`src/rtl/reg_pipeline_pkg.sv`:
```
// Shared constants and helpers for the WIDTH x DEPTH register pipeline.
package reg_pipeline_pkg;

    localparam int DEF_WIDTH = 8;
    localparam int DEF_DEPTH = 4;

    // Width of a counter that must hold 0..depth inclusive.
    function automatic int occ_w(input int depth);
        return (depth < 1) ? 1 : $clog2(depth + 1);
    endfunction

endpackage

```
`src/rtl/reg_pipeline_if.sv`:
```
// Data/control bundle of reg_pipeline; notQ exists only with REG_PIPELINE_NOTQ_EN.
interface reg_pipeline_if
    import reg_pipeline_pkg::*;
#(
    parameter int WIDTH = DEF_WIDTH,
    parameter int DEPTH = DEF_DEPTH
);

    logic [WIDTH-1:0]        D;
    logic                    inValid;
    logic                    enable;
    logic                    flush;
    logic [WIDTH-1:0]        Q;
    logic                    outValid;
    logic [occ_w(DEPTH)-1:0] occupancy;
`ifdef REG_PIPELINE_NOTQ_EN
    logic [WIDTH-1:0]        notQ;

    modport master (output D, inValid, enable, flush,
                    input  Q, outValid, occupancy, notQ);
    modport slave  (input  D, inValid, enable, flush,
                    output Q, outValid, occupancy, notQ);
`else
    modport master (output D, inValid, enable, flush,
                    input  Q, outValid, occupancy);
    modport slave  (input  D, inValid, enable, flush,
                    output Q, outValid, occupancy);
`endif

endinterface

```
`src/rtl/reg_pipeline_stage.sv`:
```
// One pipeline stage: WIDTH data bits plus a valid bit. Flush clears only the
// valid bit so the data register keeps its contents.
module reg_stage
    import reg_pipeline_pkg::*;
#(
    parameter int               WIDTH     = DEF_WIDTH,
    parameter logic [WIDTH-1:0] RESET_VAL = {WIDTH{1'b0}}
) (
    input  logic             clk,
    input  logic             syncReset,
    input  logic             enable_i,
    input  logic             flush_i,
    input  logic [WIDTH-1:0] d_i,
    input  logic             valid_i,
    output logic [WIDTH-1:0] q_o,
    output logic             valid_o
);

    logic [WIDTH-1:0] data_q;
    logic [WIDTH-1:0] data_d;
    logic             valid_q;
    logic             valid_d;

    // Next-state: flush beats enable, otherwise hold.
    always_comb begin
        data_d  = data_q;
        valid_d = valid_q;
        if (flush_i) begin
            valid_d = 1'b0;
        end else if (enable_i) begin
            data_d  = d_i;
            valid_d = valid_i;
        end else begin
            data_d  = data_q;
            valid_d = valid_q;
        end
    end

    // Stage register with synchronous reset.
    always_ff @(posedge clk) begin
        if (syncReset) begin
            data_q  <= RESET_VAL;
            valid_q <= 1'b0;
        end else begin
            data_q  <= data_d;
            valid_q <= valid_d;
        end
    end

    assign q_o     = data_q;
    assign valid_o = valid_q;

endmodule

```
`src/rtl/reg_pipeline.sv`:
```
// WIDTH-bit, DEPTH-stage delay line with valid bits, stall, flush and a
// registered occupancy count. Optional notQ output: define REG_PIPELINE_NOTQ_EN.
module reg_pipeline
    import reg_pipeline_pkg::*;
#(
    parameter int               WIDTH     = DEF_WIDTH,
    parameter int               DEPTH     = DEF_DEPTH,
    parameter logic [WIDTH-1:0] RESET_VAL = {WIDTH{1'b0}}
) (
    input  logic         clk,
    input  logic         syncReset,
    reg_pipeline_if.slave bus
);

    localparam int OCC_W = occ_w(DEPTH);

    logic [WIDTH-1:0] stage_data  [DEPTH];
    logic             stage_valid [DEPTH];
    logic [OCC_W-1:0] occ_q;
    logic [OCC_W-1:0] occ_d;

    for (genvar g = 0; g < DEPTH; g++) begin : g_stage
        if (g == 0) begin : g_head
            reg_stage #(.WIDTH(WIDTH), .RESET_VAL(RESET_VAL)) u_stage (
                .clk      (clk),
                .syncReset(syncReset),
                .enable_i (bus.enable),
                .flush_i  (bus.flush),
                .d_i      (bus.D),
                .valid_i  (bus.inValid),
                .q_o      (stage_data[g]),
                .valid_o  (stage_valid[g])
            );
        end else begin : g_body
            reg_stage #(.WIDTH(WIDTH), .RESET_VAL(RESET_VAL)) u_stage (
                .clk      (clk),
                .syncReset(syncReset),
                .enable_i (bus.enable),
                .flush_i  (bus.flush),
                .d_i      (stage_data[g-1]),
                .valid_i  (stage_valid[g-1]),
                .q_o      (stage_data[g]),
                .valid_o  (stage_valid[g])
            );
        end
    end

    // Incremental count: one in from D, one out from the last stage per enabled edge.
    always_comb begin
        occ_d = occ_q;
        if (bus.flush) begin
            occ_d = {OCC_W{1'b0}};
        end else if (bus.enable) begin
            occ_d = occ_q + OCC_W'(bus.inValid) - OCC_W'(stage_valid[DEPTH-1]);
        end else begin
            occ_d = occ_q;
        end
    end

    // Occupancy register with synchronous reset.
    always_ff @(posedge clk) begin
        if (syncReset) begin
            occ_q <= {OCC_W{1'b0}};
        end else begin
            occ_q <= occ_d;
        end
    end

    assign bus.Q         = stage_data[DEPTH-1];
    assign bus.outValid  = stage_valid[DEPTH-1];
    assign bus.occupancy = occ_q;
`ifdef REG_PIPELINE_NOTQ_EN
    assign bus.notQ      = ~stage_data[DEPTH-1];
`endif

endmodule

```
`src/flat_wrapper.sv`:
```
// flat-port wrapper written by rule: the top's interface ports become plain ports
module reg_pipeline_flat import reg_pipeline_pkg::*;
#(
    parameter int               WIDTH     = DEF_WIDTH,
    parameter int               DEPTH     = DEF_DEPTH,
    parameter logic [WIDTH-1:0] RESET_VAL = {WIDTH{1'b0}}
)
  (clk, syncReset, bus_D, bus_inValid, bus_enable, bus_flush, bus_Q, bus_outValid, bus_occupancy);
  reg_pipeline_if #(.WIDTH(WIDTH), .DEPTH(DEPTH)) bus_i ();
  input  logic clk;
  input  logic syncReset;
  input wire logic [$bits(bus_i.D)-1:0] bus_D;
  input wire logic [$bits(bus_i.inValid)-1:0] bus_inValid;
  input wire logic [$bits(bus_i.enable)-1:0] bus_enable;
  input wire logic [$bits(bus_i.flush)-1:0] bus_flush;
  output wire logic [$bits(bus_i.Q)-1:0] bus_Q;
  output wire logic [$bits(bus_i.outValid)-1:0] bus_outValid;
  output wire logic [$bits(bus_i.occupancy)-1:0] bus_occupancy;
  assign bus_i.D = bus_D;
  assign bus_i.inValid = bus_inValid;
  assign bus_i.enable = bus_enable;
  assign bus_i.flush = bus_flush;
  assign bus_Q = bus_i.Q;
  assign bus_outValid = bus_i.outValid;
  assign bus_occupancy = bus_i.occupancy;
  reg_pipeline #(.WIDTH(WIDTH), .DEPTH(DEPTH), .RESET_VAL(RESET_VAL)) u_core (.clk(clk), .syncReset(syncReset), .bus(bus_i));
endmodule
```
`config.mk`:
```
export PLATFORM = sky130hd
export DESIGN_NAME = reg_pipeline_flat
export DESIGN_NICKNAME = d
export VERILOG_FILES = /design/src/rtl/reg_pipeline_pkg.sv /design/src/rtl/reg_pipeline_if.sv /design/src/rtl/reg_pipeline_stage.sv /design/src/rtl/reg_pipeline.sv /design/src/flat_wrapper.sv
export SDC_FILE = /design/constraint.sdc
export NUM_CORES = 1
export LEC_CHECK = 0
export CORE_ASPECT_RATIO = 0.6
export CORE_UTILIZATION = 54
export CTS_BUF_LIST = sky130_fd_sc_hd__clkbuf_8
export CTS_CLUSTER_SIZE = 24
export DETAILED_ROUTE_END_ITERATION = 12
export GPL_TIMING_DRIVEN = 0
export PLACE_DENSITY_LB_ADDON = 0.05
export SYNTH_ARGS = -nofsm -noshare
export SYNTH_HDL_FRONTEND = slang
export SYNTH_SLANG_ARGS = --single-unit
```
`constraint.sdc`:
```
create_clock -name clk -period 2.1 [get_ports clk]
set_input_delay 0.21 -clock clk [delete_from_list [all_inputs] [get_ports clk]]
set_output_delay 0.21 -clock clk [all_outputs]
set_load 0.02 [all_outputs]
```
==> results.json <==
{
  "cts_num_sinks": 39,
  "rows": 14,
  "synth-seq-cells": 39,
  "die_y_microns": 42.5,
  "port_buffers": 22,
  "vias": 1197,
  "ys_types": 19,
  "dr.pass1.iters": 4,
  "report.final.hold_viol_count": 0,
  "min_to": "u_core.g_stage[0].g_head.u_stage.q_o[2]$_SDFFE_PP0P_",
  "cts_resized": 0,
  "worst-r2r-cell-count": 8,
  "slew-limit-headroom_pct": 70.0,
  "grt_usage_pct": 20.5,
  "worst_slack_ns": 0.176,
  "final_core_util_pct": 71.4,
  "wl_per_cell_microns": 11.3,
  "die_x_microns": 69.4,
  "final_cell_mix": "nand2_1 (64), dfxtp_1 (39), a21oi_1 (32)",
  "seq_area_frac_synth_pct": 53.0,
  "final_common_cell": "nand2_1",
  "drt_iter0_markers": 30,
  "hold_class": "in -> reg",
  "start_util_pct": 58.0,
  "worstPathCellList": "inv_1, ha_1, inv_1, ha_1, fa_1, xnor2_1, a211oi_2, a31o_1",
  "critPathSlowestCell": "fa_1",
  "rsz0062_at_grt": "no",
  "hold_path_depth": 2,
  "synth_nets": 191,
  "gp_congestion": 0.726,
  "r2r_end": "u_core.bus.occupancy[2]$_SDFFE_PP0P_",
  "grt_start_max_net_pins": 12,
  "slew_violations": 0,
  "critical_path_class": "reg -> reg",
  "fin_crit_sh_pct": 91.6,
  "ctsHoldBuffers": 0,
  "path_max_fanout": 3,
  "yosys_warnings": 0,
  "clock_path_buffers": 2,
  "pre_cts_slack_ns": 0.183,
  "cts_root_buffer": "clkbuf_8",
  "tritoncts": "yes",
  "syn-instance-count": 175,
  "first_global_vias": 1114,
  "io_pins": 25,
  "grt_antenna_before_repair": 0,
  "cp_slowest_stage_delay_ns": 0.38,
  "insertion_delay_ns": 0.29,
  "worstPathRequired_ns": 2.28,
  "cts_max_level": 2,
  "coreArea_sq_um": 2540,
  "dieArea_sq_um": 2950,
  "finalSetupViolations": 0,
  "diodes": 0,
  "worstSetupEndpointType": "register",
  "tightest_slew_ns": 0.450,
  "overflow": 0,
  "cts_made_buffers": 5,
  "ff2ff_setup_slack_ns": 0.18,
  "antenna_left": 0,
  "fin_tns_setup_ns": 0,
  "clkSlewWorstSetupHoldPaths_ns": 0.07,
  "layout.nets": 220,
  "drive_above_1_share_pct": 8.29,
  "min_from": "syncReset",
  "power.density_nw_per_um2": 730,
  "total_power_w": 0.00132,
  "area_growth_pct": 23.2,
  "maxCapViolations": 0,
  "ir_worst_vdd_mv": 0.493,
  "outcome": "finished clean",
  "route.detailed.drc": 0,
  "p_leak_nw": 0.664,
  "worst_clock_skew_ns": 0.00558,
  "syn_area_sq_um": 1470,
  "drt-total-wl_mm": 2.68,
  "vias_per_cell": 5.05,
  "r2r_start": "u_core.bus.occupancy[0]$_SDFFE_PP0P_",
  "crit_arrival_ns": 2.11,
  "cts_setup_buffers": 0,
  "hpwl_mm": 2.03,
  "fmax_ghz": 0.520,
  "grt_pass1_wl_mm": 4.65,
  "postSynthAreaPerCell_sq_um": 8.42,
  "min_period_ns": 1.92,
  "crit_path_start_kind": "register"
}
## worst max-delay path, delay by kind of cell, from the launching register on
family                     cells  cell delay, ns
xor gates and xnor gates       1            0.25
AOI/OAI and AO/OA              2            0.28
adders and majority gates      3            0.85
DFF                            1            0.35
buffers and inverters          2            0.10
## logic make-up after synthesis
| kind of cell | synth area share [%] |
|---|---|
| DFF | 53.0 |
| adders and majority gates | 3.06 |
| xor gates and xnor gates | 0.595 |
| buffers and inverters | 7.48 |
| AOI/OAI and AO/OA | 12.3 |
| and+or+nand+nor | 19.5 |
| muxes | 4.08 |
## synthesized netlist by cell type
cell	instances	share of area (%)
clkbuf_2	1	0.34
nor2_1	7	1.8
and2b_1	1	0.51
fa_1	1	1.4
inv_1	5	1.3
clkbuf_1	3	0.76
ha_1	2	1.7
a21oi_1	32	11
nand2b_1	1	0.43
a31o_1	1	0.59
dfxtp_1	39	53
buf_2	3	1.0
xnor2_1	1	0.59
mux2i_1	6	4.1
or2_1	1	0.43
buf_4	2	1.0
buf_6	4	3.1
a211oi_2	1	0.85
nand2_1	64	16
## how the worst max path moves through the flow
| stage | startpoint | end | slack (ns) |
|---|---|---|---|
| 2_1_floorplan | u_core.bus.occupancy[0]$_SDFFE_PP0P_ | u_core.bus.occupancy[2]$_SDFFE_PP0P_ | 0.17 |
| 3_3_place_gp | bus_inValid | u_core.bus.occupancy[2]$_SDFFE_PP0P_ | 0.21 |
| 3_5_place_dp | bus_inValid | u_core.bus.occupancy[2]$_SDFFE_PP0P_ | 0.18 |
| 4_1_cts | u_core.bus.occupancy[0]$_SDFFE_PP0P_ | u_core.bus.occupancy[2]$_SDFFE_PP0P_ | 0.16 |
| 5_1_grt | u_core.bus.occupancy[0]$_SDFFE_PP0P_ | u_core.bus.occupancy[2]$_SDFFE_PP0P_ | 0.03 |
| 6_report | u_core.bus.occupancy[0]$_SDFFE_PP0P_ | u_core.bus.occupancy[2]$_SDFFE_PP0P_ | 0.18 |
## report_power, final
group	internal [W]	total, W	leakage [nW]	switching, W
clock	0.000223	0.000470	0.0505	0.000246
sequential	0.000751	0.000757	0.315	0.00000603
combinational	0.0000454	0.0000967	0.298	0.0000513
## cell type report
type	instances	area, sq um
clock inverters	3	12.5
fillers	186	726
flip-flops and latches	39	781
well taps	32	40.0
inverters	5	18.8
repair buffers	22	220
clock buffers	5	68.8
plain buffers	13	91.3
multi-input cells	118	582
## stage by stage
stage | std cells | area, sq um | hold WS [ns]
5_1_grt | 237 | 1810 | 0.169
3_3_place_gp | 229 | 1730 | 0.437
4_1_cts | 237 | 1810 | 0.158
3_5_place_dp | 229 | 1730 | 0.444
2_1_floorplan | 175 | 1470 | 0.345
6_report | 237 | 1810 | 0.167
## sequential cells by signal, indices dropped and copies added, names as in the netlist
signal / flops
u_core.bus.occupancy: 3
u_core.g_stage.g_head.u_stage.valid_o: 1
u_core.g_stage.g_head.u_stage.q_o: 8
u_core.g_stage.g_body.u_stage.valid_o: 3
u_core.g_stage.g_body.u_stage.q_o: 24
## routing by layer
layer / track usage (%) / wire length (microns) / vias up
met3: 6.25 / 109 / 7
met4: 9.80 / 40 / 0
met2: 31.7 / 1110 / 22
met5: 0 / 0 / -
li1: - / - / 618
met1: 26.6 / 1420 / 550
Note: power is estimated with default switching activity, not from simulation.
